[src/rtl/scan_pkg.sv]
// Shared definitions for the decoder select sequencer: slot count, select width
// and the scan FSM state encoding.
package scan_pkg;

    localparam int unsigned NUM_SLOTS = 4;
    localparam int unsigned SEL_W     = 2;

    typedef enum logic [1:0] {
        ST_IDLE  = 2'd0,
        ST_DWELL = 2'd1,
        ST_BLANK = 2'd2
    } scan_state_e;

endpackage

[src/rtl/scan_next_sel.sv]
// Rotate-priority encoder: finds the next enabled slot after cur (wrapping back to
// cur itself), or the lowest enabled slot when from_start is set.
module scan_next_sel
    import scan_pkg::*;
(
    input  logic [NUM_SLOTS-1:0] mask,
    input  logic [SEL_W-1:0]     cur,
    input  logic                 from_start,
    output logic [SEL_W-1:0]     nxt,
    output logic                 found,
    output logic                 wrap
);

    logic [SEL_W-1:0] start;
    logic [SEL_W-1:0] cand;

    always_comb begin
        nxt   = '0;
        found = 1'b0;
        cand  = '0;
        start = from_start ? '0 : cur + SEL_W'(1);
        // The last candidate (offset NUM_SLOTS-1 from start) is cur itself when rotating.
        for (int unsigned k = 0; k < NUM_SLOTS; k++) begin
            cand = start + SEL_W'(k);
            if (!found && mask[cand]) begin
                nxt   = cand;
                found = 1'b1;
            end
        end
        wrap = found && !from_start && (nxt <= cur);
    end

endmodule

[src/rtl/decoder_scan_ctrl.sv]
// Time-multiplexed select sequencer for a 2x4 decoder: each enabled index is held
// for DWELL_CYCLES with sel_valid high, followed by BLANK_CYCLES of dead time.
module decoder_scan_ctrl
    import scan_pkg::*;
#(
    parameter int unsigned CNT_W        = 16,
    parameter int unsigned DWELL_CYCLES = 1000,
    parameter int unsigned BLANK_CYCLES = 4
) (
    input  logic       clk,
    input  logic       rst,
    input  logic       en,
    input  logic [3:0] mask,
    output logic       sel_a,
    output logic       sel_b,
    output logic       sel_valid,
    output logic       frame_done,
    output logic       idle
);

    localparam logic [CNT_W-1:0] DWELL_LD = CNT_W'(DWELL_CYCLES - 1);
    localparam logic [CNT_W-1:0] BLANK_LD = (BLANK_CYCLES > 0) ? CNT_W'(BLANK_CYCLES - 1) : '0;

    scan_state_e      state_q, state_d;
    logic [CNT_W-1:0] cnt_q, cnt_d;
    logic [SEL_W-1:0] idx_q, idx_d;
    logic             sel_valid_q, sel_valid_d;
    logic             frame_done_q, frame_done_d;
    logic             idle_q, idle_d;

    logic [SEL_W-1:0] nxt_idx;
    logic             nxt_found;
    logic             nxt_wrap;
    logic             do_select;

    scan_next_sel u_next_sel (
        .mask       (mask),
        .cur        (idx_q),
        .from_start (state_q == ST_IDLE),
        .nxt        (nxt_idx),
        .found      (nxt_found),
        .wrap       (nxt_wrap)
    );

    always_comb begin
        state_d      = state_q;
        cnt_d        = cnt_q;
        idx_d        = idx_q;
        frame_done_d = 1'b0;
        do_select    = 1'b0;

        case (state_q)
            ST_IDLE: begin
                if (en && nxt_found) begin
                    state_d = ST_DWELL;
                    cnt_d   = DWELL_LD;
                    idx_d   = nxt_idx;
                end
            end
            ST_DWELL: begin
                if (!en) begin
                    state_d = ST_IDLE;
                    cnt_d   = '0;
                end else if (cnt_q == '0) begin
                    if (BLANK_CYCLES > 0) begin
                        state_d = ST_BLANK;
                        cnt_d   = BLANK_LD;
                    end else begin
                        do_select = 1'b1;
                    end
                end else begin
                    cnt_d = cnt_q - CNT_W'(1);
                end
            end
            ST_BLANK: begin
                if (!en) begin
                    state_d = ST_IDLE;
                    cnt_d   = '0;
                end else if (cnt_q == '0) begin
                    do_select = 1'b1;
                end else begin
                    cnt_d = cnt_q - CNT_W'(1);
                end
            end
            default: begin
                state_d = ST_IDLE;
                cnt_d   = '0;
            end
        endcase

        // End-of-slot selection shared by the DWELL (no blank) and BLANK exits.
        if (do_select) begin
            if (nxt_found) begin
                state_d      = ST_DWELL;
                cnt_d        = DWELL_LD;
                idx_d        = nxt_idx;
                frame_done_d = nxt_wrap;
            end else begin
                state_d = ST_IDLE;
                cnt_d   = '0;
            end
        end

        sel_valid_d = (state_d == ST_DWELL);
        idle_d      = (state_d == ST_IDLE);
    end

    always_ff @(posedge clk) begin
        if (rst) begin
            state_q      <= ST_IDLE;
            cnt_q        <= '0;
            idx_q        <= '0;
            sel_valid_q  <= 1'b0;
            frame_done_q <= 1'b0;
            idle_q       <= 1'b1;
        end else begin
            state_q      <= state_d;
            cnt_q        <= cnt_d;
            idx_q        <= idx_d;
            sel_valid_q  <= sel_valid_d;
            frame_done_q <= frame_done_d;
            idle_q       <= idle_d;
        end
    end

    assign sel_a      = idx_q[1];
    assign sel_b      = idx_q[0];
    assign sel_valid  = sel_valid_q;
    assign frame_done = frame_done_q;
    assign idle       = idle_q;

endmodule

[config.mk]
export PLATFORM = sky130hd
export DESIGN_NAME = decoder_scan_ctrl
export DESIGN_NICKNAME = d
export VERILOG_FILES = /design/src/rtl/scan_pkg.sv /design/src/rtl/scan_next_sel.sv /design/src/rtl/decoder_scan_ctrl.sv
export SDC_FILE = /design/constraint.sdc
export NUM_CORES = 1
export LEC_CHECK = 0
export ABC_CLOCK_PERIOD_IN_PS = 4150
export CAP_MARGIN = 5
export CORE_MARGIN = 1
export CORE_UTILIZATION = 63
export DETAILED_ROUTE_END_ITERATION = 8
export MAX_ROUTING_LAYER = met4
export PLACE_DENSITY = 0.87
export SYNTH_ARGS = -nofsm -noshare
export SYNTH_HDL_FRONTEND = slang
export SYNTH_SLANG_ARGS = --single-unit
[constraint.sdc]
create_clock -name clk -period 4.15 [get_ports clk]
set_input_delay 1.245 -clock clk [delete_from_list [all_inputs] [get_ports clk]]
set_output_delay 1.245 -clock clk [all_outputs]
set_load 0.005 [all_outputs]
Yosys cells after proc, flatten, opt, wreduce, memory -nomap -nowiden:

Cells that the tools add are included.

* bits in registers: 23
* input bits: 7
* output and inout bits: 5

* add/subtract/negate cells: 5
* $lt $le $gt $ge: 5
* eq/ne operators: 5
* mux-type cells: 39
* bitwise operators: 2
* reductions and logical operators: 15

Operators with widths (number)
* $mux W16: 6
* $pmux W16 S3: 1
* $mux W2: 14
* $logic_not A16 Y1: 1
* $sub A16 B1 Y16 const B: 1
* $lt A2 B3 Y1 const B: 4
* $mux W1: 12
* $mux W10: 1
* $bmux W1 S2: 4
* $logic_and A1 B1 Y1: 6
* $pmux W2 S3: 1
* $add A2 B1 Y2 const B: 2
* $add A2 B2 Y2 const B: 2
* $eq A2 B1 Y1 const B: 2
* $logic_not A1 Y1: 4
* $logic_not A2 Y1: 2
* $ne A4 B4 Y1 const B: 1
* $ne A3 B3 Y1 const B: 1
* $reduce_or A3 Y1: 1
* $eq A2 B2 Y1 const B: 1
* $le A2 B2 Y1: 1
* $not A1 Y1: 2
* $reduce_and A2 Y1: 1

Depth between registers and ports, before layout:

* depth in word-level cells: 19
* depth in mapped cells: 12

Modules after synthesis:

A second synthesis with hierarchy kept.

* cells, all modules: 214
* area, all modules: 1810.5 µm²

By module, submodules not included
* decoder_scan_ctrl: instances 1, cells each 151, area each 1410.1 µm², sequential area each 460.4 µm²
* scan_next_sel: instances 1, cells each 63, area each 400.4 µm², sequential area each 0.0 µm²

Worst setup path before layout:

Ideal clock, no wire load.

* kind: in2reg
* start point: in mask[3]
* end point: reg cnt_q[9]
* arrival: 2731 ps
* data required time: 4018 ps
* slack: 1288 ps
* stages: 6
* path buffers: 0
* cell sequence: nor2b_1 a22o_1 or4_4 or4_1 o311ai_1 a2111oi_1

* longest elaborated chain between the ends: 15
* elaborated cells between the ends (all ways): 23

Ends and longest elaborated chain
* from (decl): line decoder_scan_ctrl.sv:13 `input logic [3:0] mask,`
* $bmux W1 S2: line scan_next_sel.sv:25 `if (!found && mask[cand]) begin`
* $mux W1 (not written as such): line scan_next_sel.sv:25
* $mux W1: line scan_next_sel.sv:25
* $logic_not A1 Y1: line scan_next_sel.sv:25
* $logic_and A1 B1 Y1: line scan_next_sel.sv:25
* $mux W1: line scan_next_sel.sv:25
* $logic_not A1 Y1: line scan_next_sel.sv:25
* $logic_and A1 B1 Y1: line scan_next_sel.sv:25
* $mux W1: line scan_next_sel.sv:25
* $logic_not A1 Y1: line scan_next_sel.sv:25
* $logic_and A1 B1 Y1: line scan_next_sel.sv:25
* $mux W1 *: line scan_next_sel.sv:25
* $logic_and A1 B1 Y1: line decoder_scan_ctrl.sv:54 `if (en && nxt_found) begin`
* $ne A3 B3 Y1 (no source line)
* $reduce_and A2 Y1 (no source line)
* to (signal assigned): line decoder_scan_ctrl.sv:118 `cnt_q <= cnt_d;`
* to (decl): line decoder_scan_ctrl.sv:25 `logic [CNT_W-1:0] cnt_q, cnt_d;`

Every way passes the cells marked *; elsewhere a longest branch is shown, timed or not. The select of a mux whose other input is x is not followed.
A chain may end at the register's enable or synchronous reset.

Final worst setup path:

* start point: in mask[1]
* end point: reg frame_done_q, in the netlist frame_done

* longest elaborated chain between the ends: 14
* elaborated cells between the ends (all ways): 27

Ends and longest elaborated chain
* $bmux W1 S2: line scan_next_sel.sv:25
* $mux W1 (not written as such): line scan_next_sel.sv:25
* $mux W1: line scan_next_sel.sv:25
* $logic_not A1 Y1: line scan_next_sel.sv:25
* $logic_and A1 B1 Y1: line scan_next_sel.sv:25
* $mux W1: line scan_next_sel.sv:25
* $logic_not A1 Y1: line scan_next_sel.sv:25
* $logic_and A1 B1 Y1: line scan_next_sel.sv:25
* $mux W1: line scan_next_sel.sv:25
* $logic_not A1 Y1: line scan_next_sel.sv:25
* $logic_and A1 B1 Y1: line scan_next_sel.sv:25
* $mux W2 or $mux W1 (tied branches): line scan_next_sel.sv:25
* $le A2 B2 Y1, or another cell as far along: line scan_next_sel.sv:30 `wrap = found && !from_start && (nxt <= cur);`
* $logic_and A1 B1 Y1 or $reduce_or A3 Y1 (tied branches)
* to (signal assigned): line decoder_scan_ctrl.sv:121 `frame_done_q <= frame_done_d;`
* to (decl): line decoder_scan_ctrl.sv:28 `logic frame_done_q, frame_done_d;`

Several ways; a longest one is shown, not always the timed one. The select of a mux whose other input is x is not followed.

==> results.txt <==
- In this run the worst path has a maximum fanout of 7.
- The layout has 211 filler cells.
* Post-detail-place hpwl: 3506 um
- By startpoint and endpoint, the worst setup path is classified as primary input to register.
* Pin count of the biggest net entering global routing: 25
* Clock tree skew after final layout: 0.01289 ns
* Worst skew pair latency: 0.32 ns
- Worst-margin pin slew: 0.8072 ns
- Starting Density: 67.51%
- Across the VDD grid, the largest voltage drop is 325.2 uV.
- The floorplan step defined a die boundary enclosing 2915 um2.
- Hold timing on the final database bottoms out at a slack of 0.4913 ns.
- Counting tap cells, the placed design contains a total of 261 instances.
- By instance count, the cell type seen most on the critical path is sky130_fd_sc_hd__a21oi_1.
- During placement, the flow inserted port buffers numbering 11.
- Fraction of layout cells with a size suffix above 1: 7.234%
- In this run, post-CTS hold repair placed 0 buffers.
- For this block, the initial DRC count from the detailed router was 122.
- The slowest stage of the critical path is the sky130_fd_sc_hd__clkdlybuf4s50_1 cell.
- Die outline height: 53.99 um
- In this run the count of I/O pins placed on the die edge is 12.
- The synthesized design contains 23 register bits.
* Number of vias in the routed layout: 1,936
- Setup violations remaining at the end of the flow were counted as 0.
- Crit path cell chain: clkdlybuf4s50_1 > a32o_2 > nor4_2 > nor2_1 > o2bb2ai_1 > ha_1 > inv_1 > a21oi_1 > a21oi_1 > nor3_1
* Number of rows in the core area: 18
- Post-synth top area share: 27.04%
* Max Cap Viol: 0
- The netlist uses 61 different library cells.
* Min cycle time layout: 3.226 ns
* Antenna violation net count after detailed routing: 0
- After clock tree synthesis, the clock-pin slew on the worst setup and hold paths is 0.14 ns.
- Sequential elements use 27.04% of the synthesized area.
* Worst min path class: register to register
- Relative to the synthesized area, the layout overhead comes to 9.405%.
- Worst stage delay on the critical path: 0.52 ns
* Timing-limited maximum frequency: 310.0 MHz
- Run status: finished clean
- Crit path capture type: register
* Reported leakage power: 0.6419 nW
* Post-CTS setup buffer count: 0
- In the routed layout, each cell is associated on average with a via count of 7.306.
- For this block, the routed nets add up to 4813 um of wire.
- The first global-routing pass estimated 7514 um of wire.
- Number of buffers between clock root and the deepest sink: 2
- The number of clock buffers added by TritonCTS is 3.
- All-Layer GR Usage: 36.76%
- In the final routed layout, each cell accounts on average for 18.16 um.
* Synth async-reset ratio: 0%
- The via count of the first global-routing pass came to 1,681.
- The worst setup path is launched from a primary input.
- Clock tree from TritonCTS: built
- CTS built an H-tree with a depth of 1.
* Number of non-filler instances in the completed layout: 265
- Synth Area per Inst: 7.535 um2
- Power comes to 689.2 uW.
* Root Buffer Master: sky130_fd_sc_hd__clkbuf_4
* Post-CTS Resized: 0
* Yosys warning count: 0
- When the netlist entered floorplanning its net count stood at 237.
* Die X-Extent: 53.99 um
- Number of hold violations in the final report: 0
- The number of max-slew violations in the final report was 0.
- Post-synth EDFFs: 0
- Top cell type by total area after synthesis: sky130_fd_sc_hd__dfxtp_1
- Aggregate global routing overflow: 0
- Dividing total power by cell area gives a power density of 369.9 nW/um2.
- CTS Sinks: 23
- After detailed routing, the number of remaining DRC violations is 0.
- For this run, the detailed router's first-pass iteration total came to 5.
- Arrival time worst endpoint: 3.46 ns
* Number of cells produced by synthesis: 226
* Number of antenna violations at the first check in global routing: 0
- Among all flip-flop cells after synthesis, the most frequent one is sky130_fd_sc_hd__dfxtp_1.
- Setup total negative slack: 0 ns
- At the end of the flow, the number of nets in the layout was 247.
* Critical path required time: 4.39 ns
- Placer Congestion: 1.024
- Post-synth design cell area: 1703 um2
- Setup repair after global routing missed its margin: no
- Measured against its own limit, the worst slew margin works out to 46.13%.
* Antenna diode count: 0
- Final worst path period share: 77.73%
- Top post-synthesis cells by area: sky130_fd_sc_hd__dfxtp_1 27%, sky130_fd_sc_hd__a21oi_1 8.2%, sky130_fd_sc_hd__nor2_1 4.4%, sky130_fd_sc_hd__nor3_1 4.4%, sky130_fd_sc_hd__nand2_1 3.3%
* Core box area: 2522 um2
==> synthesized netlist by cell type, types with 5 or more instances <==
library cell               number
sky130_fd_sc_hd__nand3_1        7
sky130_fd_sc_hd__clkbuf_1       6
sky130_fd_sc_hd__nand2_1       15
sky130_fd_sc_hd__dfxtp_1       23
sky130_fd_sc_hd__o31ai_1        6
sky130_fd_sc_hd__inv_1          7
sky130_fd_sc_hd__nor3_1        15
sky130_fd_sc_hd__or4_1          7
sky130_fd_sc_hd__o21ai_0        9
sky130_fd_sc_hd__nor2_1        20
sky130_fd_sc_hd__o21ai_1        5
sky130_fd_sc_hd__a21oi_1       28
==> layer usage <==
metal,global-route usage [%],vias to the layer above,part of all wire (%)
met5,-,-,0
met4,11.54,0,2.6
met3,6.215,22,12
met2,55.56,134,42
met1,49.66,882,43
li1,-,898,-
==> power breakdown <==
part,leakage (nW),switching (mW),internal [mW]
logic,0.435,0.175,0.111
clock network,0.0177,0.0728,0.0360
registers,0.189,0.0449,0.250
total,0.642,0.292,0.397
==> cell usage in the layout, fill, tap and decap left out, types with 2 or more instances in the layout <==
| cell type | n |
|---|---|
| sky130_fd_sc_hd__a2111oi_0 | 3 |
| sky130_fd_sc_hd__a211oi_1 | 2 |
| sky130_fd_sc_hd__a21o_1 | 2 |
| sky130_fd_sc_hd__a21oi_1 | 28 |
| sky130_fd_sc_hd__a221oi_1 | 3 |
| sky130_fd_sc_hd__a22oi_1 | 2 |
| sky130_fd_sc_hd__a31oi_1 | 3 |
| sky130_fd_sc_hd__buf_4 | 3 |
| sky130_fd_sc_hd__clkbuf_4 | 3 |
| sky130_fd_sc_hd__clkdlybuf4s50_1 | 11 |
| sky130_fd_sc_hd__dfxtp_1 | 23 |
| sky130_fd_sc_hd__ha_1 | 4 |
| sky130_fd_sc_hd__inv_1 | 7 |
| sky130_fd_sc_hd__nand2_1 | 15 |
| sky130_fd_sc_hd__nand2b_1 | 4 |
| sky130_fd_sc_hd__nand3_1 | 7 |
| sky130_fd_sc_hd__nand3b_1 | 4 |
| sky130_fd_sc_hd__nor2_1 | 20 |
| sky130_fd_sc_hd__nor2_2 | 2 |
| sky130_fd_sc_hd__nor2b_1 | 2 |
| sky130_fd_sc_hd__nor3_1 | 15 |
| sky130_fd_sc_hd__nor3b_1 | 2 |
| sky130_fd_sc_hd__nor4_1 | 4 |
| sky130_fd_sc_hd__o211ai_1 | 2 |
| sky130_fd_sc_hd__o21ai_0 | 9 |
| sky130_fd_sc_hd__o21ai_1 | 5 |
| sky130_fd_sc_hd__o21ba_1 | 2 |
| sky130_fd_sc_hd__o2bb2ai_1 | 2 |
| sky130_fd_sc_hd__o31ai_1 | 6 |
| sky130_fd_sc_hd__or4_1 | 7 |
==> state kept, by name (all words and copies together) (netlist names) <==
register    flops
cnt_q          16
frame_done      1
idle            1
idx_q           2
sel_valid       1
state_q         2
==> through the flow <==
step                      worst slack [ns]  instance area [um2]  utilization [%]
after global routing                0.7794                 1863            73.86
after CTS                           0.9710                 1863            73.86
after floorplan                      1.288                 1703                -
after global placement              0.6819                 1836            72.77
after detailed placement            0.6291                 1836            72.77
final                               0.9244                 1863            73.86
==> final cells by class <==
cell class | instances | area, um2 | share of cell area (%)
inverter | 8 | 30.03 | 1.612
timing repair buffer | 14 | 132.6 | 7.119
sequential | 23 | 460.4 | 24.71
clock buffer | 3 | 22.52 | 1.209
clock inverter | 1 | 5.005 | 0.2686
tap | 30 | 37.54 | 2.015
multi-input combinational | 186 | 1175 | 63.06
==> worst max-delay path: cells and delay by family <==
kind                       cells  cell delay, ns
AOI/OAI and AO/OA              4            0.77
and+or+nand+nor                3            0.71
buffers and inverters          2            0.57
adders and majority gates      1            0.18
==> cells by family (layout without fill, tap and decap cells) <==
logic type | after synthesis | after routing | synth area share, %
and+or+nand+nor | 94 | 94 | 30.12
adders and majority gates | 4 | 4 | 2.939
AOI/OAI and AO/OA | 87 | 87 | 35.42
buffers and inverters | 17 | 26 | 3.967
xor gates and xnor gates | 1 | 1 | 0.5144
DFF | 23 | 23 | 27.04
==> worst paths after layout <==
| kind | cells past startpoint | start | end | slack [ns] |
|---|---|---|---|---|
| worst min-delay path | 2 | cnt_q[11]$_SDFFE_PP0P_ | cnt_q[11]$_SDFFE_PP0P_ | 0.49 |
| worst max-delay path | 10 | mask[1] | frame_done$_SDFF_PP0_ | 0.92 |
| worst min register to register | 2 | cnt_q[11]$_SDFFE_PP0P_ | cnt_q[11]$_SDFFE_PP0P_ | 0.49 |
| worst max register to register | 10 | state_q[0]$_SDFF_PP0_ | frame_done$_SDFF_PP0_ | 1.18 |
No activity file was read; power rests on OpenSTA's default activity.
